File: src/rtl/md_unit.sv
// Iterative multiply/divide unit with HI/LO registers: MULT/MULTU/DIV/DIVU behind one start/busy handshake.
// Optional build macro MD_EARLY_OUT_EN: multiply leaves CALC once the remaining multiplier is zero.
module md_unit #(
  parameter int unsigned WIDTH = 32
) (
  input  logic             clk,
  input  logic             reset,
  input  logic             start,
  input  logic [1:0]       op,
  input  logic [WIDTH-1:0] a,
  input  logic [WIDTH-1:0] b,
  input  logic             hi_wea,
  input  logic             lo_wea,
  input  logic [WIDTH-1:0] wdata,
  output logic             busy,
  output logic             done,
  output logic             div0,
  output logic [WIDTH-1:0] hi_out,
  output logic [WIDTH-1:0] lo_out
);

  localparam int unsigned    CW   = $clog2(WIDTH);
  localparam logic [CW-1:0]  LAST = CW'(WIDTH - 1);

  typedef enum logic [1:0] {S_IDLE, S_CALC, S_FIX} state_t;

  state_t                 r_state, w_next;
  logic [CW-1:0]          r_cnt;
  logic                   r_is_div, r_neg_q, r_neg_r, r_b_zero, r_done, r_div0;
  logic [WIDTH-1:0]       r_a, r_sh, r_hi, r_lo;
  logic [2*WIDTH-1:0]     r_opd, r_acc;

  logic                   w_signed, w_neg_a, w_neg_b;
  logic [WIDTH-1:0]       w_abs_a, w_abs_b;
  logic [2*WIDTH-1:0]     w_mul_acc, w_prod;
  logic [WIDTH:0]         w_trial;
  logic                   w_trial_ok;
  logic [WIDTH-1:0]       w_quo, w_rem;

  assign w_signed = ~op[0];
  assign w_neg_a  = w_signed & a[WIDTH-1];
  assign w_neg_b  = w_signed & b[WIDTH-1];
  assign w_abs_a  = w_neg_a ? -a : a;
  assign w_abs_b  = w_neg_b ? -b : b;

  // Shared datapath: for multiply r_sh is the remaining multiplier and r_opd the shifted multiplicand;
  // for divide r_sh is dividend-in/quotient-out, r_opd[WIDTH-1:0] the divisor, r_acc[WIDTH-1:0] the remainder.
  assign w_mul_acc  = r_sh[0] ? (r_acc + r_opd) : r_acc;
  assign w_trial    = {r_acc[WIDTH-1:0], r_sh[WIDTH-1]} - {1'b0, r_opd[WIDTH-1:0]};
  assign w_trial_ok = ~w_trial[WIDTH];

  assign w_prod = r_neg_q ? -r_acc : r_acc;
  assign w_quo  = r_neg_q ? -r_sh : r_sh;
  assign w_rem  = r_neg_r ? -r_acc[WIDTH-1:0] : r_acc[WIDTH-1:0];

  always_ff @(posedge clk or posedge reset) begin
    if (reset) r_state <= S_IDLE;
    else       r_state <= w_next;
  end

  always_comb begin
    w_next = r_state;
    unique case (r_state)
      S_IDLE: if (start) w_next = S_CALC;
      S_CALC: begin
        if (r_cnt == LAST) w_next = S_FIX;
`ifdef MD_EARLY_OUT_EN
        else if (!r_is_div && r_sh[WIDTH-1:1] == '0) w_next = S_FIX;
`endif
      end
      S_FIX:  w_next = S_IDLE;
      default: w_next = S_IDLE;
    endcase
  end

  always_ff @(posedge clk or posedge reset) begin
    if (reset) begin
      r_cnt    <= '0;
      r_is_div <= 1'b0;
      r_neg_q  <= 1'b0;
      r_neg_r  <= 1'b0;
      r_b_zero <= 1'b0;
      r_done   <= 1'b0;
      r_div0   <= 1'b0;
      r_a      <= '0;
      r_sh     <= '0;
      r_opd    <= '0;
      r_acc    <= '0;
      r_hi     <= '0;
      r_lo     <= '0;
    end else begin
      r_done <= 1'b0;
      unique case (r_state)
        S_IDLE: begin
          if (hi_wea) r_hi <= wdata;
          if (lo_wea) r_lo <= wdata;
          if (start) begin
            r_cnt    <= '0;
            r_is_div <= op[1];
            r_neg_q  <= w_neg_a ^ w_neg_b;
            r_neg_r  <= w_neg_a;
            r_b_zero <= (b == '0);
            r_div0   <= 1'b0;
            r_a      <= a;
            r_sh     <= op[1] ? w_abs_a : w_abs_b;
            r_opd    <= {{WIDTH{1'b0}}, (op[1] ? w_abs_b : w_abs_a)};
            r_acc    <= '0;
          end
        end
        S_CALC: begin
          r_cnt <= r_cnt + 1'b1;
          if (r_is_div) begin
            if (w_trial_ok) begin
              r_acc <= {{WIDTH{1'b0}}, w_trial[WIDTH-1:0]};
              r_sh  <= {r_sh[WIDTH-2:0], 1'b1};
            end else begin
              r_acc <= {{WIDTH{1'b0}}, r_acc[WIDTH-2:0], r_sh[WIDTH-1]};
              r_sh  <= {r_sh[WIDTH-2:0], 1'b0};
            end
          end else begin
            r_acc <= w_mul_acc;
            r_opd <= r_opd << 1;
            r_sh  <= r_sh >> 1;
          end
        end
        S_FIX: begin
          r_done <= 1'b1;
          if (!r_is_div) begin
            r_hi <= w_prod[2*WIDTH-1:WIDTH];
            r_lo <= w_prod[WIDTH-1:0];
          end else if (r_b_zero) begin
            r_hi   <= r_a;
            r_lo   <= '1;
            r_div0 <= 1'b1;
          end else begin
            r_hi <= w_rem;
            r_lo <= w_quo;
          end
        end
        default: ;
      endcase
    end
  end

  assign busy   = (r_state != S_IDLE);
  assign done   = r_done;
  assign div0   = r_div0;
  assign hi_out = r_hi;
  assign lo_out = r_lo;

endmodule

File: config.mk
export PLATFORM = sky130hd
export DESIGN_NAME = md_unit
export DESIGN_NICKNAME = d
export VERILOG_FILES = /design/src/rtl/md_unit.sv
export SDC_FILE = /design/constraint.sdc
export NUM_CORES = 1
export LEC_CHECK = 0
export CAP_MARGIN = 0
export CORE_MARGIN = 3
export CORE_UTILIZATION = 44
export CTS_BUF_LIST = sky130_fd_sc_hd__clkbuf_4 sky130_fd_sc_hd__clkbuf_8 sky130_fd_sc_hd__clkbuf_16
export DETAILED_ROUTE_END_ITERATION = 6
export GPL_TIMING_DRIVEN = 0
export PLACE_DENSITY_LB_ADDON = 0.25
export SYNTH_ARGS = -nofsm -noshare
export SYNTH_HDL_FRONTEND = slang
export SYNTH_SLANG_ARGS = --single-unit
File: constraint.sdc
create_clock -name clk -period 8 [get_ports clk]
set_input_delay 0.8 -clock clk [delete_from_list [all_inputs] [get_ports clk]]
set_output_delay 0.8 -clock clk [all_outputs]
set_load 0.01 [all_outputs]
# Yosys cells after proc, flatten, opt, wreduce, memory -nomap -nowiden
# Cells that the tools add are included.
# word_totals
reg_bits	269
inputBits	103
wordCells	87
# op_classes
add_sub_neg	8
n_eq_ne	11
n_mux	37
bitwise	4
reduce_logical	13
# ops
cell	n
32-bit two-way mux	15
64-bit two-way mux	6
64-bit case mux with 2 select lines	2
32-bit case mux with 2 select lines	3
32-bit negation	4
64-bit adder	1
64-bit negation	1
33-bit by 32-bit subtractor with 33-bit output	1
32-bit zero test	1
2-bit != test, second input constant	7
5-bit case mux with 2 select lines	1
2-bit AND reduction	5
3-bit AND reduction	2
2-bit nonzero test	3
5-bit by 1-bit adder with 5-bit output, second input constant	1
5-bit == test, second input constant	1
1-bit two-way mux	5
5-bit two-way mux	1
2-bit two-way mux	2
2-bit case mux with 2 select lines	1
4-bit AND reduction	1
3-bit != test, second input constant	1
1-bit bitwise AND	2
2-bit by 1-bit == test with 1-bit output, second input constant	1
other kinds (5)	5

# Logic depth before layout (Yosys ltp)
# Gate-level depths: netlist (run 1).
# logic_depth
ltp_word	6
ltp_mapped	14

# Worst setup path after synthesis (run 1)
# Ideal clock, no wire load.
# synth_path
path_kind	register -> register
from	register r_sh[31]
to	register r_acc[18]
setup_time_ns	0.134
t_arrival_ns	3.410
t_required_ns	7.866
slack_ns	4.456
stages_incl_launch_ff	14
n_path_buf	1
synth_period_minus_slack_ns	3.544
path_cell_list	dfrtp_1 -> inv_1 -> ha_1 -> fa_1 -> nand2b_1 -> a21oi_1 -> o211ai_1 -> a2111o_1 -> a21oi_1 -> nor4_1 -> a311oi_2 -> clkbuf_1 -> mux2i_1 -> o21ai_0
# synth_via
elab_chain_len	4
# synth_lines
item	line	source
start, declared	30	logic [WIDTH-1:0] r_a, r_sh, r_hi, r_lo;
start signal, assigned	105	r_sh <= op[1] ? w_abs_a : w_abs_b;
start signal, assigned	115	r_sh <= {r_sh[WIDTH-2:0], 1'b1};
start signal, assigned	118	r_sh <= {r_sh[WIDTH-2:0], 1'b0};
33-bit by 32-bit subtractor with 33-bit output	49	assign w_trial = {r_acc[WIDTH-1:0], r_sh[WIDTH-1]} - {1'b0, r_opd[WIDTH-1:0]};
32-bit two-way mux	113	if (w_trial_ok) begin
64-bit two-way mux	112	if (r_is_div) begin
64-bit case mux with 2 select lines	93	unique case (r_state)
end signal, assigned	114	r_acc <= {{WIDTH{1'b0}}, w_trial[WIDTH-1:0]};
end signal, assigned	117	r_acc <= {{WIDTH{1'b0}}, r_acc[WIDTH-2:0], r_sh[WIDTH-1]};
end signal, assigned	121	r_acc <= w_mul_acc;
end, declared	31	logic [2*WIDTH-1:0] r_opd, r_acc;
# Every way passes these cells.
# A chain may end at the register's enable or synchronous reset.

# Worst setup path in the final report (run 1)
# layout_path
from	register r_acc[0]
to	register r_acc[26]
# layout_via
elab_chain_len	4
word_cells_on_any_way	6
cone_classes	2 x add/sub; 4 x mux
# layout_lines
item	line
64-bit adder / 33-bit by 32-bit subtractor with 33-bit output (equally long branches)	48, 49
64-bit two-way mux / 32-bit two-way mux (equally long branches)	48, 113
64-bit two-way mux (*)	112
64-bit case mux with 2 select lines (*)	93
# Mark *: on every way between the ends. The rest lies on a longest branch, timed or not. The select of a mux whose other input is x is not followed.

==> flow_summary.toml, run 1 <==
[global_route]
grt_pass1_wl_mm = 140.3
overflow = 0
grt_usage_pct = 35.38
antenna_found_initial = 0
grt_pass1_vias = 21490
grt_max_degree = 45

[synthesis]
synthMuxAreaShare_pct = 2.212
yosysUniqueCellTypes = 79
syn-num-nets = 2895
avgSynthCellArea_um2 = 8.079
synth_edf_count = 0
synth_top_family_by_area = "compound AO/OA/AOI/OAI gates"
ys.flop_type = "dfrtp_1"
synth_warnings = 0
postSynth.asyncResetShare_pct = 100.0
synthAdderAreaFrac_pct = 6.001
ys_seq_area_share_pct = 30.99
synth_area_um2 = 21720
syn_inst = 2689
synth_compound_area_share_pct = 28.79
synth-seq-cells = 269
synthXorXnorAreaFrac_pct = 10.64
synthSimpleGateAreaFrac_pct = 16.89

[cts]
cts.repair.resized = 0
cts_buffer_depth = 3
htree_levels = 2
cts_buffers = 35
clock_latency_ns = 0.56
clockRootBuffer = "clkbuf_16"
clk_transition_reported_paths_ns = 0.06
cts_setup_buffers = 0
cts_hold_buf = 0
cts_tree = "built"
clkSinkCount = 269

[run_status]
status = "completed"

[sta]
clock_skew_ns = 0.03352
slew_headroom_pct = 20.50
fin_crit_ns = 5.410
fin_tns_setup_ns = 0
rsz0062_at_grt = "no"
drv_slew = 0
min_period_over_period_pct = 67.62
clock.fmax_mhz = 184.8
hold_violations = 0
worstMarginPinSlew_ns = 1.185
final-setup-viol-count = 0

[die]
num_rows = 80
die_area_um2 = 52080
fp.dieH_um = 228.2
floorplan.initialDensity_pct = 45.03
chipWidth_um = 228.2
core_area_um2 = 48250
num_io_pins = 170

[critical_path]
r2r_start = "r_acc[0]$_DFFE_PP0P_"
path_cells = "inv_1, fa_1, nand2b_1, a21oi_1, o211ai_1, a2111o_1, a21oi_1, nor4_1, a311oi_2, clkbuf_1, mux2i_1, a31oi_1"
path_class = "flip-flop to flip-flop"
r2r_cells = 12
r2r_slack_ns = 2.59
worstPathRequired_ns = 8.40
cp_num_buf_inv = 2
arrival_ns = 5.80
crit_family = "compound AO/OA/AOI/OAI gates"
slowest_stage = "a311oi_2"
r2r-end = "r_acc[26]$_DFFE_PP0P_"
cp_common_cell = "a21oi_1"
endpoint_kind = "flip-flop"
crit_path_max_fanout = 10
start_kind = "flip-flop"
slowest_delay_ns = 0.87

[power_and_ir_drop]
powerDensity_nw_per_um2 = 495.3
worst_ir_drop_vdd_v = 0.0002278
p_leak_nw = 10.44

[drt]
via_per_inst = 6.339
routed_wirelength_mm = 95.71
drc = 0
routedWlPerCell_um = 26.70
drt-initial-drc-count = 2768
final_antenna_net_count = 0
drt_first_pass_iters = 7
vias = 22720

[layout]
fin_cells = 3584
syn2layout_area_growth_pct = 17.71
n_antenna_cell = 0
multi_input_area_um2 = 14020
regArea_um2 = 6731
nets = 3107
drive_above_1_share_pct = 3.791
n_fill_cell = 4637

[place]
gp_congestion = 1.010
dpl.hpwl_mm = 76.85
port_buffers = 168
post-place-cells = 3520

[min_path]
min_from = "r_a[6]$_DFFE_PP0P_"
hold_path_class = "flip-flop to flip-flop"
holdPathEnd = "r_a[6]$_DFFE_PP0P_"
holdPathStages = 2

[job]
maxCapViolCount = 0
[per-stage QoR]
stage	area, µm²	hold WS (ns)	utilization [%]	worst slack, ns	power [mW]
6_report	25570	0.4870	53.00	2.590	12.67
5_1_grt	25570	0.5042	53.00	2.498	13.46
4_1_cts	25570	0.4891	53.00	2.796	12.45
3_5_place_dp	24370	0.4754	50.51	2.804	10.75
3_3_place_gp	24230	0.4662	50.22	1.598	10.65
2_1_floorplan	21730	0.4460	-	3.647	7.963
[routing by layer]
metal	vias to the layer above	global-route usage [%]	part of all wire [%]
met5	-	1.930	0.14
li1	10250	-	-
met2	1157	54.96	43
met3	223	7.460	9.3
met4	2	12.96	4.3
met1	11090	48.47	43
[worst max-delay path by stage]
stage | startpoint | to | depth (start not counted)
4_1_cts | r_acc[0]$_DFFE_PP0P_ | r_acc[26]$_DFFE_PP0P_ | 12
6_report | r_acc[0]$_DFFE_PP0P_ | r_acc[26]$_DFFE_PP0P_ | 12
3_3_place_gp | reset | r_opd[14]$_DFFE_PP0P_ | 2
2_1_floorplan | reset | div0$_DFFE_PP0P_ | 1
3_5_place_dp | r_acc[0]$_DFFE_PP0P_ | r_acc[26]$_DFFE_PP0P_ | 12
5_1_grt | r_sh[31]$_DFFE_PP0P_ | r_acc[26]$_DFFE_PP0P_ | 13
[layout make-up]
| class | count | area share (%) |
|---|---|---|
| plain buffers | 183 | 2.745 |
| clock buffers | 47 | 4.017 |
| clock inverters | 17 | 0.6801 |
| inverters | 72 | 1.072 |
| multi-input cells | 2165 | 54.83 |
| flip-flops and latches | 269 | 26.32 |
| well taps | 656 | 3.210 |
| repair buffers | 175 | 7.124 |
[cell families after synthesis]
logic type | Yosys count
buf+inv | 255
mux | 48
simple gates | 794
flops | 269
fa+ha+maj | 103
compound gates | 956
xor+xnor | 264
[cells in the final DEF, fill, tap and decap left out, types with 32 or more instances in the layout]
cell type        instances
nand2_1                330
dfrtp_1                269
a21oi_1                237
o21ai_0                221
nor2_1                 190
clkdlybuf4s50_1        168
clkbuf_1               162
xnor2_1                144
xor2_1                 120
ha_1                   101
a211oi_1                82
inv_1                   69
o21a_1                  48
mux2i_1                 48
a221oi_1                46
a21o_1                  43
o221ai_1                42
nor3_1                  40
o31ai_1                 38
a31oi_1                 36
clkbuf_16               36
nand3_1                 32
a22o_1                  32
[power breakdown]
| part | internal (mW) | leakage, nW | switching (mW) |
|---|---|---|---|
| Sequential | 2.00 | 3.26 | 0.832 |
| Combinational | 3.10 | 6.58 | 5.09 |
| Clock | 0.976 | 0.596 | 0.668 |
[cells in the mapped netlist, drive strengths merged, types with 17 or more instances]
cell / instances / area (µm²)
or4: 29 / 225.2
nand2: 330 / 1239
dfrtp: 269 / 6731
a21oi: 237 / 1186
nand3: 32 / 160.2
a211oi: 82 / 615.6
xnor2: 144 / 1261
a31oi: 36 / 225.2
o211ai: 17 / 127.6
a221oi: 47 / 417.9
clkbuf: 162 / 608.1
o21a: 48 / 360.4
o21ai: 223 / 1116
xor2: 120 / 1051
nor2b: 24 / 150.1
ha: 101 / 1264
a22oi: 31 / 232.7
o41ai: 17 / 156.4
o31ai: 39 / 306.5
o221ai: 42 / 367.9
inv: 70 / 262.8
nor2: 190 / 713.2
a21o: 43 / 322.8
mux2i: 48 / 480.5
and2: 24 / 150.1
nor3: 40 / 200.2
buf: 21 / 93.84
nand2b: 27 / 168.9
or3: 24 / 160.2
a22o: 32 / 280.3
nor4: 17 / 112.6
[sequential cells by signal, summed over array words and instances, names as in the netlist]
signal,flops
r_acc,64
r_opd,64
hi_out,32
lo_out,32
r_a,32
r_sh,32
r_cnt,5
r_state,2
div0,1
done,1
r_b_zero,1
r_is_div,1
r_neg_q,1
r_neg_r,1
[worst min-delay path: cells and delay by family, from the launching register on]
family        cells  cell delay, ns
simple gates      2            0.11
flops             1            0.34
Power figures use the tool's default switching activity.
==> run 2, diff against run 1 <==
Clock period 8 ns to 5.1 ns, I/O delays scaled along.
==> run 2 against run 1 <==
  * Worst hold slack worse by 0.022 ns
  * Critical path depth unchanged
  * Non-clock buffer count did not move
  * Count of clock-buffer cells in the layout unchanged
  * Register-to-register slack got worse by 2.4 ns
  * Routed wire length is 0.14% lower
  * Largest cell class unchanged
==> flow_summary.toml, run 2 (synthesis results as in run 1) <==
[layout]
final_common_cell = "nand2_1"
top_regs = "r_acc: 64 flops, r_opd: 64 flops"
nets = 3107
drive_above_1_share_pct = 3.996
layout_common_cells = "nand2_1 (330), dfrtp_1 (269), a21oi_1 (236)"
stdcell_area_um2 = 25590
n_antenna_cell = 0
syn2layout_area_growth_pct = 17.81

[global_route]
grt_max_degree = 45
grt_pass1_vias = 21500
grt_usage_pct = 35.37
grt_pass1_wl_mm = 140.3
antenna_found_initial = 0
overflow = 0

[critical_path]
arrival_ns = 5.25
worstPathRequired_ns = 5.49
crit_path_max_fanout = 10
slowest_stage = "a311oi_4"
r2r_slack_ns = 0.24
r2r-end = "r_acc[26]$_DFFE_PP0P_"
path_class = "flip-flop to flip-flop"
endpoint_kind = "flip-flop"
critPathCapture = "r_acc[26]$_DFFE_PP0P_"
crit_start = "r_acc[0]$_DFFE_PP0P_"
r2r_cells = 12
slowest_delay_ns = 0.67
path_cells = "inv_1, fa_1, nand2b_1, a21oi_1, o211ai_1, a2111o_1, a21oi_2, nor4_1, a311oi_4, clkbuf_2, mux2i_1, a31oi_1"
start_kind = "flip-flop"
r2r_start = "r_acc[0]$_DFFE_PP0P_"

[sta]
min_period_over_period_pct = 95.34
worstMarginPinSlew_ns = 1.181
rsz0062_at_grt = "no"
clock_skew_ns = 0.03200
drv_slew = 0
fin_crit_ns = 4.862
slew_headroom_pct = 20.74
final-setup-viol-count = 0
hold_ws_ns = 0.4647
clock.fmax_mhz = 205.7
hold_violations = 0
fin_ws_ns = 0.2377

[place]
port_buffers = 168
dpl-instance-area_um2 = 24370
place_ws_ns = -0.09603
dpl.hpwl_mm = 76.85
gp_congestion = 1.010

[cts]
cts_buffers = 35
clkSinkCount = 269
cts_buffer_depth = 3
htree_levels = 2
clk_transition_reported_paths_ns = 0.06
cts_tree = "built"
clock_latency_ns = 0.56
cts_setup_buffers = 0
clockRootBuffer = "clkbuf_16"

[die]
chipWidth_um = 228.2
die_area_um2 = 52080
num_rows = 80
num_io_pins = 170
fp.dieH_um = 228.2
floorplan.initialDensity_pct = 45.03
core_area_um2 = 48250

[power_and_ir_drop]
worst_ir_drop_vdd_v = 0.0003669
p_seq_share_pct = 22.3
p_leak_nw = 10.46
p_sw_mw = 10.35
intPower_mw = 9.551
clkPwrFrac_pct = 13.0
switching_share_pct = 52.02
combPwrFrac_pct = 64.7
powerDensity_nw_per_um2 = 777.8

[drt]
drc = 0
drt-initial-drc-count = 2673
final_antenna_net_count = 0
via_per_inst = 6.314
drt_first_pass_iters = 6
routedWlPerCell_um = 26.67
routed_wirelength_mm = 95.58
vias = 22630

[min_path]
hold_path_class = "input port to async pin"

[job]
maxCapViolCount = 0

[run_status]
status = "completed"
run 2: worst min-delay path by stage:
stage | end | slack [ns] | cells after the start
after floorplan | r_a[23]$_DFFE_PP0P_ | 0.45 | 2
after global placement | r_a[3]$_DFFE_PP0P_ | 0.47 | 2
after detailed placement | r_a[8]$_DFFE_PP0P_ | 0.48 | 2
after CTS | lo_out[25]$_DFFE_PP0P_ | 0.47 | 2
after global routing | hi_out[27]$_DFFE_PP0P_ | 0.50 | 1
final | r_a[24]$_DFFE_PP0P_ | 0.46 | 2
run 2: power by group through the flow:
stage	Clock (mW)	Sequential, mW	Combinational [mW]
after floorplan	0	3.95	8.54
after global placement	0	4.38	12.3
after detailed placement	0	4.40	12.5
after CTS	2.60	4.38	12.6
after global routing	2.70	4.50	13.9
final	2.58	4.45	12.9
run 2: layer usage:
metal  track usage [%]  part of all wire (%)  vias up
li1                  -                     -    10280
met1             48.54                    43    10980
met2             54.66                    43     1153
met3             7.560                   9.4      218
met4             13.22                   4.3        2
met5             1.930                  0.13        -
run 2: metrics by stage:
stage	instances	total power [mW]	TNS [ns]	utilization (%)
finish	3584	19.91	0	53.05
floorplan	2689	12.49	0	-
CTS	3584	19.55	0	53.03
detailed placement	3520	16.86	-0.1933	50.51
global route	3584	21.15	0	53.05
global placement	3513	16.71	-264.29	50.22
run 2: repair_timing:
| item | CTS | global route |
|---|---|---|
| hold buffers | 0 | 0 |
| resized for setup | 2 | 10 |
| pin swaps | 0 | 0 |
| endpoints found under the setup margin | 9 | 30 |
run 2: cell type report:
type / count / area (µm²)
Buffer: 183 / 708.2
Clock buffer: 47 / 1027
Multi-Input combinational cell: 2165 / 14040
Inverter: 72 / 274.0
Timing Repair Buffer: 175 / 1822
Sequential cell: 269 / 6731
Clock inverter: 17 / 173.9
Fill cell: 4630 / 22650
Tap cell: 656 / 820.8
run 2: worst max-delay path, delay by kind of cell, from the launching register on:
| family | cells | cell delay (ns) |
|---|---|---|
| buf+inv | 2 | 0.71 |
| simple gates | 2 | 0.32 |
| fa+ha+maj | 1 | 0.48 |
| flops | 1 | 0.58 |
| mux | 1 | 0.33 |
| compound gates | 6 | 2.26 |
